File: src/rtl/dpcm_pkg.sv
// Shared DPCM definitions used by both the encoder and decoder stages.
package dpcm_pkg;

  localparam int DPCM_W = 8;
  localparam logic signed [DPCM_W-1:0] DPCM_MAX = 8'sh7F;
  localparam logic signed [DPCM_W-1:0] DPCM_MIN = 8'sh80;

  typedef enum logic [1:0] {
    IDLE   = 2'd0,
    SETUP  = 2'd1,
    ACCESS = 2'd2
  } dpcm_state_e;

endpackage

File: src/rtl/dpcm_clamp.sv
// Clamps the 9-bit reconstruction sum into the 8-bit signed sample range.
module dpcm_clamp
  import dpcm_pkg::*;
(
  input  logic signed [DPCM_W:0]   sum,
  output logic signed [DPCM_W-1:0] res
);

  // The two top bits disagree exactly when the sum has left the 8-bit range.
  function automatic logic signed [DPCM_W-1:0] sat(input logic signed [DPCM_W:0] x);
    if (x[DPCM_W] != x[DPCM_W-1])
      return x[DPCM_W] ? DPCM_MIN : DPCM_MAX;
    return x[DPCM_W-1:0];
  endfunction

  assign res = sat(sum);

endmodule

File: src/rtl/dpcm_dec.sv
// DPCM decoder behind an APB-style slave: writes accumulate difference codes.
// Define DPCM_DEC_SAT_EN to saturate the accumulator instead of wrapping it.
module dpcm_dec
  import dpcm_pkg::*;
(
  input  logic                     pclk,
  input  logic                     preset,
  input  logic                     psel,
  input  logic                     penable,
  input  logic                     pwrite,
  input  logic signed [DPCM_W-1:0] pwdata,
  output logic signed [DPCM_W-1:0] prdata,
  output logic                     pready,
  output logic signed [DPCM_W-1:0] sample,
  output logic                     sample_valid,
  output logic [1:0]               estado
);

  localparam int DATA_W = DPCM_W;

  dpcm_state_e state, state_nxt;
  logic                     xfer_done;
  logic                     wr_p0;
  logic signed [DATA_W:0]   sum_p0;
  logic signed [DATA_W-1:0] f_p0;
  logic signed [DATA_W-1:0] acc_p1;
  logic signed [DATA_W-1:0] sample_p1;
  logic                     vld_p1;

  always_ff @(posedge pclk or posedge preset) begin
    if (preset) state <= IDLE;
    else        state <= state_nxt;
  end

  always_comb begin
    state_nxt = IDLE;
    xfer_done = 1'b0;
    case (state)
      IDLE:    state_nxt = psel ? SETUP : IDLE;
      SETUP:   state_nxt = ACCESS;
      ACCESS: begin
        if (psel && penable) begin
          xfer_done = 1'b1;
          state_nxt = psel ? SETUP : IDLE;
        end
      end
      default: state_nxt = IDLE;
    endcase
  end

  // Stage p0: completed write forms the sign-extended 9-bit sum
  assign wr_p0  = xfer_done && pwrite;
  assign sum_p0 = {pwdata[DATA_W-1], pwdata} + {acc_p1[DATA_W-1], acc_p1};

`ifdef DPCM_DEC_SAT_EN
  dpcm_clamp u_clamp (
    .sum (sum_p0),
    .res (f_p0)
  );
`else
  function automatic logic signed [DATA_W-1:0] wrap(input logic signed [DATA_W-1:0] x);
    return x;
  endfunction

  logic unused_carry;
  assign unused_carry = sum_p0[DATA_W];
  assign f_p0 = wrap(sum_p0[DATA_W-1:0]);
`endif

  // Stage p1: accumulator, registered sample and its valid pulse
  always_ff @(posedge pclk or posedge preset) begin
    if (preset) begin
      acc_p1    <= '0;
      sample_p1 <= '0;
      vld_p1    <= 1'b0;
    end else begin
      vld_p1 <= wr_p0;
      if (wr_p0) begin
        acc_p1    <= f_p0;
        sample_p1 <= f_p0;
      end
    end
  end

  assign prdata       = acc_p1;
  assign sample       = sample_p1;
  assign sample_valid = vld_p1;
  assign pready       = (state == ACCESS);
  assign estado       = state;

endmodule
File: config.mk
export PLATFORM = sky130hd
export DESIGN_NAME = dpcm_dec
export DESIGN_NICKNAME = d
export VERILOG_FILES = /design/src/rtl/dpcm_pkg.sv /design/src/rtl/dpcm_clamp.sv /design/src/rtl/dpcm_dec.sv
export SDC_FILE = /design/constraint.sdc
export NUM_CORES = 1
export LEC_CHECK = 0
export BUFFER_PORTS_ARGS = -buffer_cell sky130_fd_sc_hd__buf_4
export CORE_UTILIZATION = 49
export CTS_CLUSTER_DIAMETER = 40
export DETAILED_ROUTE_END_ITERATION = 10
export PLACE_DENSITY = 0.93
export SYNTH_ARGS = -nofsm -noshare
export SYNTH_HDL_FRONTEND = slang
export SYNTH_SLANG_ARGS = --single-unit
export TNS_END_PERCENT = 100
File: constraint.sdc
create_clock -name pclk -period 2.8 [get_ports pclk]
set_input_delay 0.42 -clock pclk [delete_from_list [all_inputs] [get_ports pclk]]
set_output_delay 0.42 -clock pclk [all_outputs]
set_load 0.005 [all_outputs]
==> flow_summary_export.csv, run 1 <==
group,metric,value,unit
outcome,status,"finished, final reports clean",
floorplanning,die_h,41.1,microns
logic_synthesis,ys_ff_latch,11,
critical_path,critical_path_sink_type,"register",
logic_synthesis,syn_avg_cell_area,9.49,sq um
timing,max_slew_margin,61.0,%
global_routing,first_global_vias,539,
logic_synthesis,synth-async-reset-ratio,100,%
hold_path,worst_hold_path_type,"in2async",
clock_tree,cts_hold_buf,0,
logic_synthesis,ys.flop_type,"sky130_fd_sc_hd__dfrtp_1",
timing,worst_hold_margin,0.132,ns
global_routing,globalRouteTotalUtil,22.6,%
floorplanning,rows,13,
power,design_power_total,0.905,mW
logic_synthesis,synth_top_cell_area_share,36.7,%
timing,grt_setup_unrepaired,"false",
timing,finalSetupViolations,0,
critical_path,crit_arrival,2.10,ns
critical_path,r2r_setup_slk,0.89,ns
timing,fin_setup_tns,0,ns
run,max_cap_violations,0,
routing,dr_wl_met2,838,microns
critical_path,path_common_cell,"sky130_fd_sc_hd__o21a_1",
timing,layout_worst_path_cycle_share,68.3,%
routing,total_vias_in_the_final_route,648,
clock_tree,cts.reportedPaths.clkPinSlew,0.08,ns
place,dp_hpwl,1260,microns
logic_synthesis,synth_sequential_area_ratio,36.7,%
layout,layout.nets,128,
layout,antenna_cells,0,
clock_tree,clkSinkCount,11,
power,vdd_drop_max,481,uV
critical_path,slowest_delay,0.41,ns
logic_synthesis,synth_nets,100,
floorplanning,dieWidth,41.1,microns
logic_synthesis,synth_largest_area_cell,"sky130_fd_sc_hd__dfrtp_1",
timing,min_period,1.91,ns
place,io_buffer_count,32,
logic_synthesis,synth_most_common_cell,"sky130_fd_sc_hd__dfrtp_1",
timing,slew_violations,0,
routing,drt-total-wl,1620,microns
critical_path,cp.required,2.99,ns
layout,fraction_of_final_layout_cells_with_drive_strength_greater_than_1,34.9,%
floorplanning,die_area,1690,sq um
routing,via_density,5.36,
critical_path,cp_slowest_cell,"sky130_fd_sc_hd__dfrtp_1",
clock_tree,clock_tree_from_tritoncts,"built",
global_routing,grt_start_max_net_pins,16,
clock_tree,postCtsResizedCells,0,
clock_tree,cts_buffer_depth,2,
floorplanning,design.portCount,33,
critical_path,type_of_element_launching_the_critical_path,"register",
layout,syn2layout_area_growth,29.5,%
logic_synthesis,synth_edf_count,0,
clock_tree,cts-htree-levels,1,
critical_path,number_of_buffer_and_inverter_stages_on_the_critical_path,1,
critical_path,critical_path_class,"reg2reg",
global_routing,overall_overflow_remaining_after_global_route,0,
routing,routedLengthMet1,658,microns
clock_tree,clock_insertion_delay_worst_skew,0.28,ns
logic_synthesis,synth.top_cells.by_count,"11 x sky130_fd_sc_hd__dfrtp_1, 8 x sky130_fd_sc_hd__buf_4, 8 x sky130_fd_sc_hd__nand2_1",
routing,dr.first_iter.drc_count,7,
power,p_leak,0.527,nW
critical_path,cp_cell_sequence,"ha_1 > inv_1 > fa_1 > nor2b_4 > o31a_1 > o21a_1 > o21a_1 > o31ai_1",
timing,worst-slew-pin-transition,0.583,ns
critical_path,largest_fanout_on_the_critical_path,4,
place,final_weighted_congestion_in_routability_driven_placement,0.857,
routing,ant_nets,0,
timing,final_hold_vio_count,0,
routing,avgRoutedWirePerCell,13.4,microns
logic_synthesis,postSynthCellCount,79,
clock_tree,cts_setup_buffers,0,
logic_synthesis,syn-cell-area,749,sq um
clock_tree,cts_root_buffer,"sky130_fd_sc_hd__clkbuf_4",
logic_synthesis,synth_cell_types,26,
floorplanning,floorplan.core_area,1370,sq um
global_routing,grt_first_pass_wirelength,2260,microns
logic_synthesis,synth_warnings,0,
timing,fmaxAchievable,0.523,GHz
routing,met3WireLength,83,microns
timing,final.setup_skew,0.0115,ns
routing,top_layer_used,"met4",
routing,drc,0,
clock_tree,cts_buffers,3,
power,power-per-cell-area,932,nW/um^2
global_routing,grt_antenna_before_repair,0,
floorplanning,initial_core_util,54.9,%
critical_path,critPathTopFamily,"compound AO/OA/AOI/OAI gates",
logic_synthesis,leading_post_synthesis_cells_by_cell_area,"sky130_fd_sc_hd__dfrtp_1 37%, sky130_fd_sc_hd__ha_1 12%, sky130_fd_sc_hd__buf_4 8.0%",
routing,drt-pass1-iter-count,4,
layout,layout.filler_cells,110,
==> where the power goes <==
| group | switching, mW | total (mW) | internal (mW) |
|---|---|---|---|
| combinational | 0.223 | 0.515 | 0.292 |
| clock | 0.0589 | 0.114 | 0.0553 |
| sequential | 0.0605 | 0.276 | 0.216 |
| total | 0.342 | 0.905 | 0.563 |
==> cell type report <==
type                    count  area, sq um  share of cell area, %
clock buffers               4         26.3                   2.71
inverters                   6         22.5                   2.32
flip-flops and latches     11          275                   28.4
repair buffers             32          240                   24.7
well taps                  15         18.8                   1.93
multi-input cells          53          388                   39.9
==> cells by family after synthesis <==
| kind of cell | Yosys count | share of synthesized area (%) |
|---|---|---|
| compound gates | 22 | 18.9 |
| simple gates | 19 | 13.9 |
| buf+inv | 15 | 11.5 |
| flops | 11 | 36.7 |
| fa+ha+maj | 8 | 14.4 |
| xor+xnor | 4 | 4.68 |
==> metal layers <==
metal | up-vias | track usage [%]
met5 | - | 0
met4 | 0 | 14.5
met3 | 5 | 8.15
met2 | 21 | 38.7
met1 | 302 | 22.8
li1 | 320 | -
==> cell usage in the layout, fill, tap and decap left out <==
cell type / instances
sky130_fd_sc_hd__a211oi_1: 2
sky130_fd_sc_hd__a21boi_0: 1
sky130_fd_sc_hd__a21o_1: 2
sky130_fd_sc_hd__a21oi_1: 3
sky130_fd_sc_hd__and3_1: 1
sky130_fd_sc_hd__buf_4: 32
sky130_fd_sc_hd__clkbuf_1: 1
sky130_fd_sc_hd__clkbuf_4: 3
sky130_fd_sc_hd__dfrtp_1: 11
sky130_fd_sc_hd__fa_1: 1
sky130_fd_sc_hd__ha_1: 7
sky130_fd_sc_hd__inv_1: 6
sky130_fd_sc_hd__nand2_1: 8
sky130_fd_sc_hd__nand2b_1: 1
sky130_fd_sc_hd__nand4_1: 1
sky130_fd_sc_hd__nor2_1: 2
sky130_fd_sc_hd__nor2b_1: 3
sky130_fd_sc_hd__nor2b_4: 1
sky130_fd_sc_hd__nor3_1: 1
sky130_fd_sc_hd__nor3_2: 1
sky130_fd_sc_hd__o211ai_1: 2
sky130_fd_sc_hd__o21a_1: 3
sky130_fd_sc_hd__o21ai_0: 7
sky130_fd_sc_hd__o31a_1: 1
sky130_fd_sc_hd__o31ai_1: 1
sky130_fd_sc_hd__xnor2_1: 1
sky130_fd_sc_hd__xor2_1: 3
==> worst paths after layout <==
path / startpoint / cells after the start / endpoint
min in group pclk: penable / 3 / estado[0]
hold / removal: preset / 2 / sample[6]
hold reg to reg: sample[7] / 1 / sample[7]
setup / recovery: sample[0] / 8 / sample[6]
setup reg to reg: sample[0] / 8 / sample[6]
max in group asynchronous: preset / 2 / estado[0]
==> through the flow <==
step	area [sq um]	utilization, %	instances	setup slack [ns]
floorplan	749	-	79	0.972
global placement	945	69.1	117	0.807
detailed placement	945	69.1	117	0.747
CTS	971	71.1	121	0.859
global route	971	71.1	121	0.750
finish	971	71.1	121	0.888
==> sequential cells by signal, summed over array words and instances, names as in the netlist <==
register,flops
sample_valid,1
estado,2
sample,8
==> worst reg2reg max path: cells and delay by family, from the launching register on <==
kind | cells | cell delay, ns
compound gates | 4 | 0.82
fa+ha+maj | 2 | 0.47
flops | 1 | 0.41
buf+inv | 1 | 0.07
simple gates | 1 | 0.06
(Power assumes the default switching activity.)
==> run 2, diff against run 1 <==
--- a/config.mk
+++ b/config.mk
@@ -6,10 +6,10 @@
 export NUM_CORES = 1
 export LEC_CHECK = 0
 export BUFFER_PORTS_ARGS = -buffer_cell sky130_fd_sc_hd__buf_4
-export CORE_UTILIZATION = 49
+export CORE_UTILIZATION = 41
 export CTS_CLUSTER_DIAMETER = 40
 export DETAILED_ROUTE_END_ITERATION = 10
-export PLACE_DENSITY = 0.93
+export PLACE_DENSITY = 0.85
 export SYNTH_ARGS = -nofsm -noshare
 export SYNTH_HDL_FRONTEND = slang
 export SYNTH_SLANG_ARGS = --single-unit
==> constraint.sdc (replaced) <==
create_clock -name pclk -period 1.6 [get_ports pclk]
set_input_delay 0.24 -clock pclk [delete_from_list [all_inputs] [get_ports pclk]]
set_output_delay 0.24 -clock pclk [all_outputs]
set_load 0.005 [all_outputs]
==> flow_summary_export.csv, run 2 (synthesis results as in run 1) <==
group,metric,value,unit
routing,drt-total-wl,1810,microns
critical_path,critical_path_sink_type,"register",
critical_path,cp.required,1.78,ns
place,place_ws,-0.184,ns
critical_path,ff2ff_path_depth,8,
routing,total_vias_in_the_final_route,719,
timing,fmaxAchievable,0.552,GHz
timing,finalSetupViolations,3,
clock_tree,clock_insertion_delay_worst_skew,0.27,ns
routing,drc,0,
floorplanning,design.portCount,33,
run,max_cap_violations,0,
power,p_leak,0.592,nW
clock_tree,cts-htree-levels,1,
clock_tree,cts_buffers,3,
floorplanning,floorplan.core_area,1730,sq um
place,io_buffer_count,32,
layout,syn2layout_area_growth,47.6,%
critical_path,reg2reg_to,"sample[6]",
timing,crit_path_setup_slack_layout,-0.212,ns
global_routing,global_route.peak_usage_layer,"met2",
place,placed_cell_count,138,
floorplanning,die_h,44.8,microns
clock_tree,cts_root_buffer,"sky130_fd_sc_hd__clkbuf_4",
routing,dr.first_iter.drc_count,7,
critical_path,type_of_element_launching_the_critical_path,"register",
hold_path,worst_hold_path_type,"in2reg",
outcome,status,"finished, violations left",
timing,max_slew_margin,70.9,%
routing,via_density,4.99,
timing,min_period,1.81,ns
timing,worst-slew-pin-transition,0.436,ns
critical_path,critical_path_class,"reg2reg",
layout,layout.cells.most_common,"sky130_fd_sc_hd__buf_4",
layout,commonest_non_fill_non_tap_cells_in_the_layout,"44 x sky130_fd_sc_hd__buf_4, 11 x sky130_fd_sc_hd__dfrtp_1, 8 x sky130_fd_sc_hd__nand2_1",
global_routing,overall_overflow_remaining_after_global_route,0,
clock_tree,cts.reportedPaths.clkPinSlew,0.07,ns
timing,final_hold_vio_count,0,
global_routing,groute.layer.met2.usage,40.6,%
critical_path,critPathLaunch,"sample[0]",
clock_tree,clock_tree_from_tritoncts,"built",
critical_path,worstSetupEndpoint,"sample[6]",
outcome,violations,"setup timing",
layout,layoutNonFillerInstCount,144,
critical_path,r2r_setup_slk,-0.21,ns
floorplanning,dieWidth,44.8,microns
routing,ant_nets,0,
clock_tree,clkSinkCount,11,
place,dp_hpwl,1380,microns
power,power-per-cell-area,1640,nW/um^2
global_routing,grt_first_pass_wirelength,3090,microns
critical_path,crit_arrival,1.99,ns
floorplanning,die_area,2000,sq um
timing,slew_violations,0,
timing,grt_setup_unrepaired,"true",
power,vdd_drop_max,866,uV
global_routing,globalRouteTotalUtil,22.3,%
critical_path,largest_fanout_on_the_critical_path,2,
critical_path,worst_r2r_startpoint,"sample[0]",
floorplanning,rows,15,
global_routing,grt_start_max_net_pins,16,
layout,layout.nets,141,
layout,number_of_flip_flops_under_the_largest_register_name,8,
floorplanning,initial_core_util,43.4,%
routing,avgRoutedWirePerCell,12.6,microns
clock_tree,cts_buffer_depth,2,
timing,final.setup_skew,0.00333,ns
layout,antenna_cells,0,
layout,fraction_of_final_layout_cells_with_drive_strength_greater_than_1,45.4,%
global_routing,grtUsageMet3,3.60,%
global_routing,grt_antenna_before_repair,0,
power,design_power_total,1.82,mW
place,final_weighted_congestion_in_routability_driven_placement,0.840,
timing,layout_worst_path_cycle_share,113,%
global_routing,first_global_vias,745,
global_routing,use_met1,23.1,%
routing,drt-pass1-iter-count,4,
==> run 2: report_power, final <==
group	total, mW	switching [mW]	leakage, nW	internal, mW
Clock	0.191	0.0946	0.0150	0.0966
Combinational	1.17	0.500	0.436	0.671
Sequential	0.455	0.0773	0.142	0.378
==> run 2: worst min path at each step <==
stage | slack, ns | cells past startpoint | to | startpoint
after floorplan | 0.09 | 1 | estado[0] | preset
after global placement | 0.27 | 2 | sample[7] | preset
after detailed placement | 0.28 | 2 | estado[0] | preset
after CTS | 0.24 | 3 | estado[0] | penable
after global routing | 0.23 | 3 | estado[0] | penable
final | 0.24 | 3 | estado[0] | penable
==> run 2: timing repair <==
item	CTS	global route
gates resized for setup	2	1
hold buffers	1	0
setup endpoints to repair	2	4
hold endpoints to repair	11	0
buffers inserted	1	1
pin swaps	7	2
==> run 2: cell type report <==
class                   instances  area [sq um]
repair buffers                 45           340
multi-input cells              53           410
inverters                       6          22.5
well taps                      25          31.3
flip-flops and latches         11           275
fillers                       143           621
clock buffers                   4          26.3
==> run 2: per-layer routing <==
layer / routed length (microns) / vias to the layer above
met5: 0 / -
met1: 698 / 339
li1: - / 345
met4: 60 / 0
met2: 983 / 27
met3: 69 / 8
==> run 2: worst max-delay path, cell delays in order (launching register included) <==
cell,delay [ns]
sky130_fd_sc_hd__dfrtp_1,0.39
sky130_fd_sc_hd__ha_2,0.20
sky130_fd_sc_hd__inv_2,0.06
sky130_fd_sc_hd__fa_2,0.23
sky130_fd_sc_hd__nor2b_4,0.05
sky130_fd_sc_hd__o31a_1,0.27
sky130_fd_sc_hd__o21a_1,0.19
sky130_fd_sc_hd__o21a_1,0.16
sky130_fd_sc_hd__o31ai_1,0.17
==> run 2: per-stage QoR <==
stage	hold slack, ns	util, %	area [sq um]	TNS, ns
floorplan	0.0924	-	754	-0.178
global placement	0.270	60.5	1040	-0.247
detailed placement	0.276	60.5	1040	-0.367
CTS	0.237	63.6	1100	-0.287
global route	0.234	64.1	1110	-0.635
finish	0.243	64.1	1110	-0.351
==> run 3, diff against run 2 <==
--- a/config.mk
+++ b/config.mk
@@ -10,6 +10,7 @@
 export CTS_CLUSTER_DIAMETER = 40
 export DETAILED_ROUTE_END_ITERATION = 10
 export PLACE_DENSITY = 0.85
+export SETUP_SLACK_MARGIN = 0.1
 export SYNTH_ARGS = -nofsm -noshare
 export SYNTH_HDL_FRONTEND = slang
 export SYNTH_SLANG_ARGS = --single-unit
==> flow_summary_export.csv, run 3 (synthesis results as in run 1) <==
group,metric,value,unit
place,final_weighted_congestion_in_routability_driven_placement,0.768,
timing,layout_worst_path_cycle_share,113,%
global_routing,grt_first_pass_wirelength,2790,microns
clock_tree,cts.reportedPaths.clkPinSlew,0.08,ns
run,max_cap_violations,0,
critical_path,cp_slowest_cell,"sky130_fd_sc_hd__dfrtp_1",
critical_path,critical_path_class,"reg2reg",
outcome,status,"finished, violations left",
routing,total_vias_in_the_final_route,701,
layout,commonest_non_fill_non_tap_cells_in_the_layout,"45 x sky130_fd_sc_hd__buf_4, 11 x sky130_fd_sc_hd__dfrtp_1, 8 x sky130_fd_sc_hd__nand2_1",
timing,fin_setup_tns,-0.316,ns
power,p_leak,0.598,nW
power,power-per-cell-area,1670,nW/um^2
clock_tree,cts_root_buffer,"sky130_fd_sc_hd__clkbuf_4",
global_routing,overall_overflow_remaining_after_global_route,0,
floorplanning,die_h,44.8,microns
layout,layoutNonFillerInstCount,145,
critical_path,cp.required,1.78,ns
global_routing,grt_antenna_before_repair,0,
floorplanning,rows,15,
critical_path,path_common_cell,"sky130_fd_sc_hd__o21a_1",
timing,finalSetupViolations,2,
timing,max_slew_margin,70.6,%
timing,final_hold_vio_count,0,
layout,syn2layout_area_growth,53.6,%
global_routing,first_global_vias,705,
place,dp_hpwl,1360,microns
critical_path,type_of_element_launching_the_critical_path,"register",
critical_path,cp_cell_sequence,"ha_2 > inv_2 > fa_2 > nor2b_4 > o31a_1 > o21a_1 > o21a_1 > o31ai_2",
routing,dr.first_iter.drc_count,18,
critical_path,largest_fanout_on_the_critical_path,2,
routing,drt-total-wl,1860,microns
layout,layout.cells.most_common,"sky130_fd_sc_hd__buf_4",
critical_path,crit_arrival,1.99,ns
critical_path,number_of_buffer_and_inverter_stages_on_the_critical_path,1,
hold_path,worst_hold_path_type,"in2reg",
floorplanning,initial_core_util,43.4,%
critical_path,critical_path_sink_type,"register",
timing,worst-slew-pin-transition,0.440,ns
global_routing,grt_start_max_net_pins,16,
floorplanning,dieWidth,44.8,microns
timing,slew_violations,0,
global_routing,globalRouteTotalUtil,19.5,%
clock_tree,cts-htree-levels,1,
layout,design_area,1150,sq um
floorplanning,design.portCount,33,
layout,layout.nets,142,
floorplanning,die_area,2000,sq um
clock_tree,cts_buffers,3,
outcome,violations,"setup timing",
routing,avgRoutedWirePerCell,12.8,microns
layout,layout.filler_cells,136,
timing,grt_setup_unrepaired,"true",
timing,fmaxAchievable,0.553,GHz
clock_tree,clock_tree_from_tritoncts,"built",
timing,worst_hold_margin,0.239,ns
timing,final.setup_skew,0.00127,ns
place,io_buffer_count,32,
critical_path,critPathTopFamily,"compound AO/OA/AOI/OAI gates",
routing,via_density,4.83,
routing,ant_nets,0,
routing,drt-pass1-iter-count,4,
timing,crit_path_setup_slack_layout,-0.210,ns
power,vdd_drop_max,703,uV
timing,min_period,1.81,ns
clock_tree,cts_buffer_depth,2,
critical_path,slowest_delay,0.39,ns
place,placed_cell_count,138,
clock_tree,clock_insertion_delay_worst_skew,0.27,ns
routing,drc,0,
place,detailed_place.area,1040,sq um
layout,antenna_cells,0,
clock_tree,clkSinkCount,11,
floorplanning,floorplan.core_area,1730,sq um
layout,fraction_of_final_layout_cells_with_drive_strength_greater_than_1,50.0,%
layout,number_of_flip_flops_under_the_largest_register_name,8,
## run 3: report_power, final
group	leakage, nW	switching [mW]	internal (mW)
Combinational	0.441	0.524	0.734
Sequential	0.142	0.0907	0.377
Clock	0.0150	0.102	0.0964
## run 3: final timing paths
| path | cells past startpoint | start | to | slack [ns] |
|---|---|---|---|---|
| worst min-delay path | 3 | penable | estado[0] | 0.24 |
| min in group asynchronous | 3 | preset | sample[0] | 0.52 |
| worst max-delay path | 8 | sample[0] | sample[6] | -0.21 |
| worst min register to register | 1 | estado[1] | estado[1] | 0.50 |
| max in group asynchronous | 3 | preset | sample[7] | 0.78 |
| worst max register to register | 8 | sample[0] | sample[6] | -0.21 |
## run 3: routing by layer
layer	vias to the layer above	global-route usage [%]	routed length, microns
met3	4	3.60	52
met4	0	6.67	21
met5	-	0	0
met1	334	19.2	718
li1	343	-	-
met2	20	39.7	1070
## run 3: timing repair
| item | CTS | global route |
|---|---|---|
| pin swaps | 4 | 1 |
| hold buffers | 1 | 0 |
| cloned | 0 | 0 |
| endpoints found under the setup margin | 4 | 6 |
| endpoints found under the hold margin | 11 | 0 |
| gates resized for setup | 2 | 7 |
| buffers inserted | 0 | 2 |
## run 3: worst register-to-register path, stage by stage, from the launching register on
cell and delay (ns):
sky130_fd_sc_hd__dfrtp_1 0.39, sky130_fd_sc_hd__ha_2 0.20, sky130_fd_sc_hd__inv_2 0.05, sky130_fd_sc_hd__fa_2 0.22
sky130_fd_sc_hd__nor2b_4 0.05, sky130_fd_sc_hd__o31a_1 0.26, sky130_fd_sc_hd__o21a_1 0.20, sky130_fd_sc_hd__o21a_1 0.18
sky130_fd_sc_hd__o31ai_2 0.17
## run 3: cell type report
class | count | area [sq um] | area share [%]
Sequential cell | 11 | 275 | 23.9
Inverter | 6 | 22.5 | 1.96
Tap cell | 25 | 31.3 | 2.72
Multi-Input combinational cell | 53 | 448 | 38.9
Clock buffer | 4 | 26.3 | 2.28
Timing Repair Buffer | 46 | 348 | 30.2
## run 3: stage by stage
| step | setup slack (ns) | total power [mW] | utilization, % |
|---|---|---|---|
| 2_1_floorplan | -0.156 | 1.10 | - |
| 3_3_place_gp | -0.124 | 1.51 | 60.5 |
| 3_5_place_dp | -0.212 | 1.56 | 60.5 |
| 4_1_cts | -0.247 | 1.81 | 63.6 |
| 5_1_grt | -0.285 | 2.07 | 66.7 |
| 6_report | -0.210 | 1.92 | 66.7 |
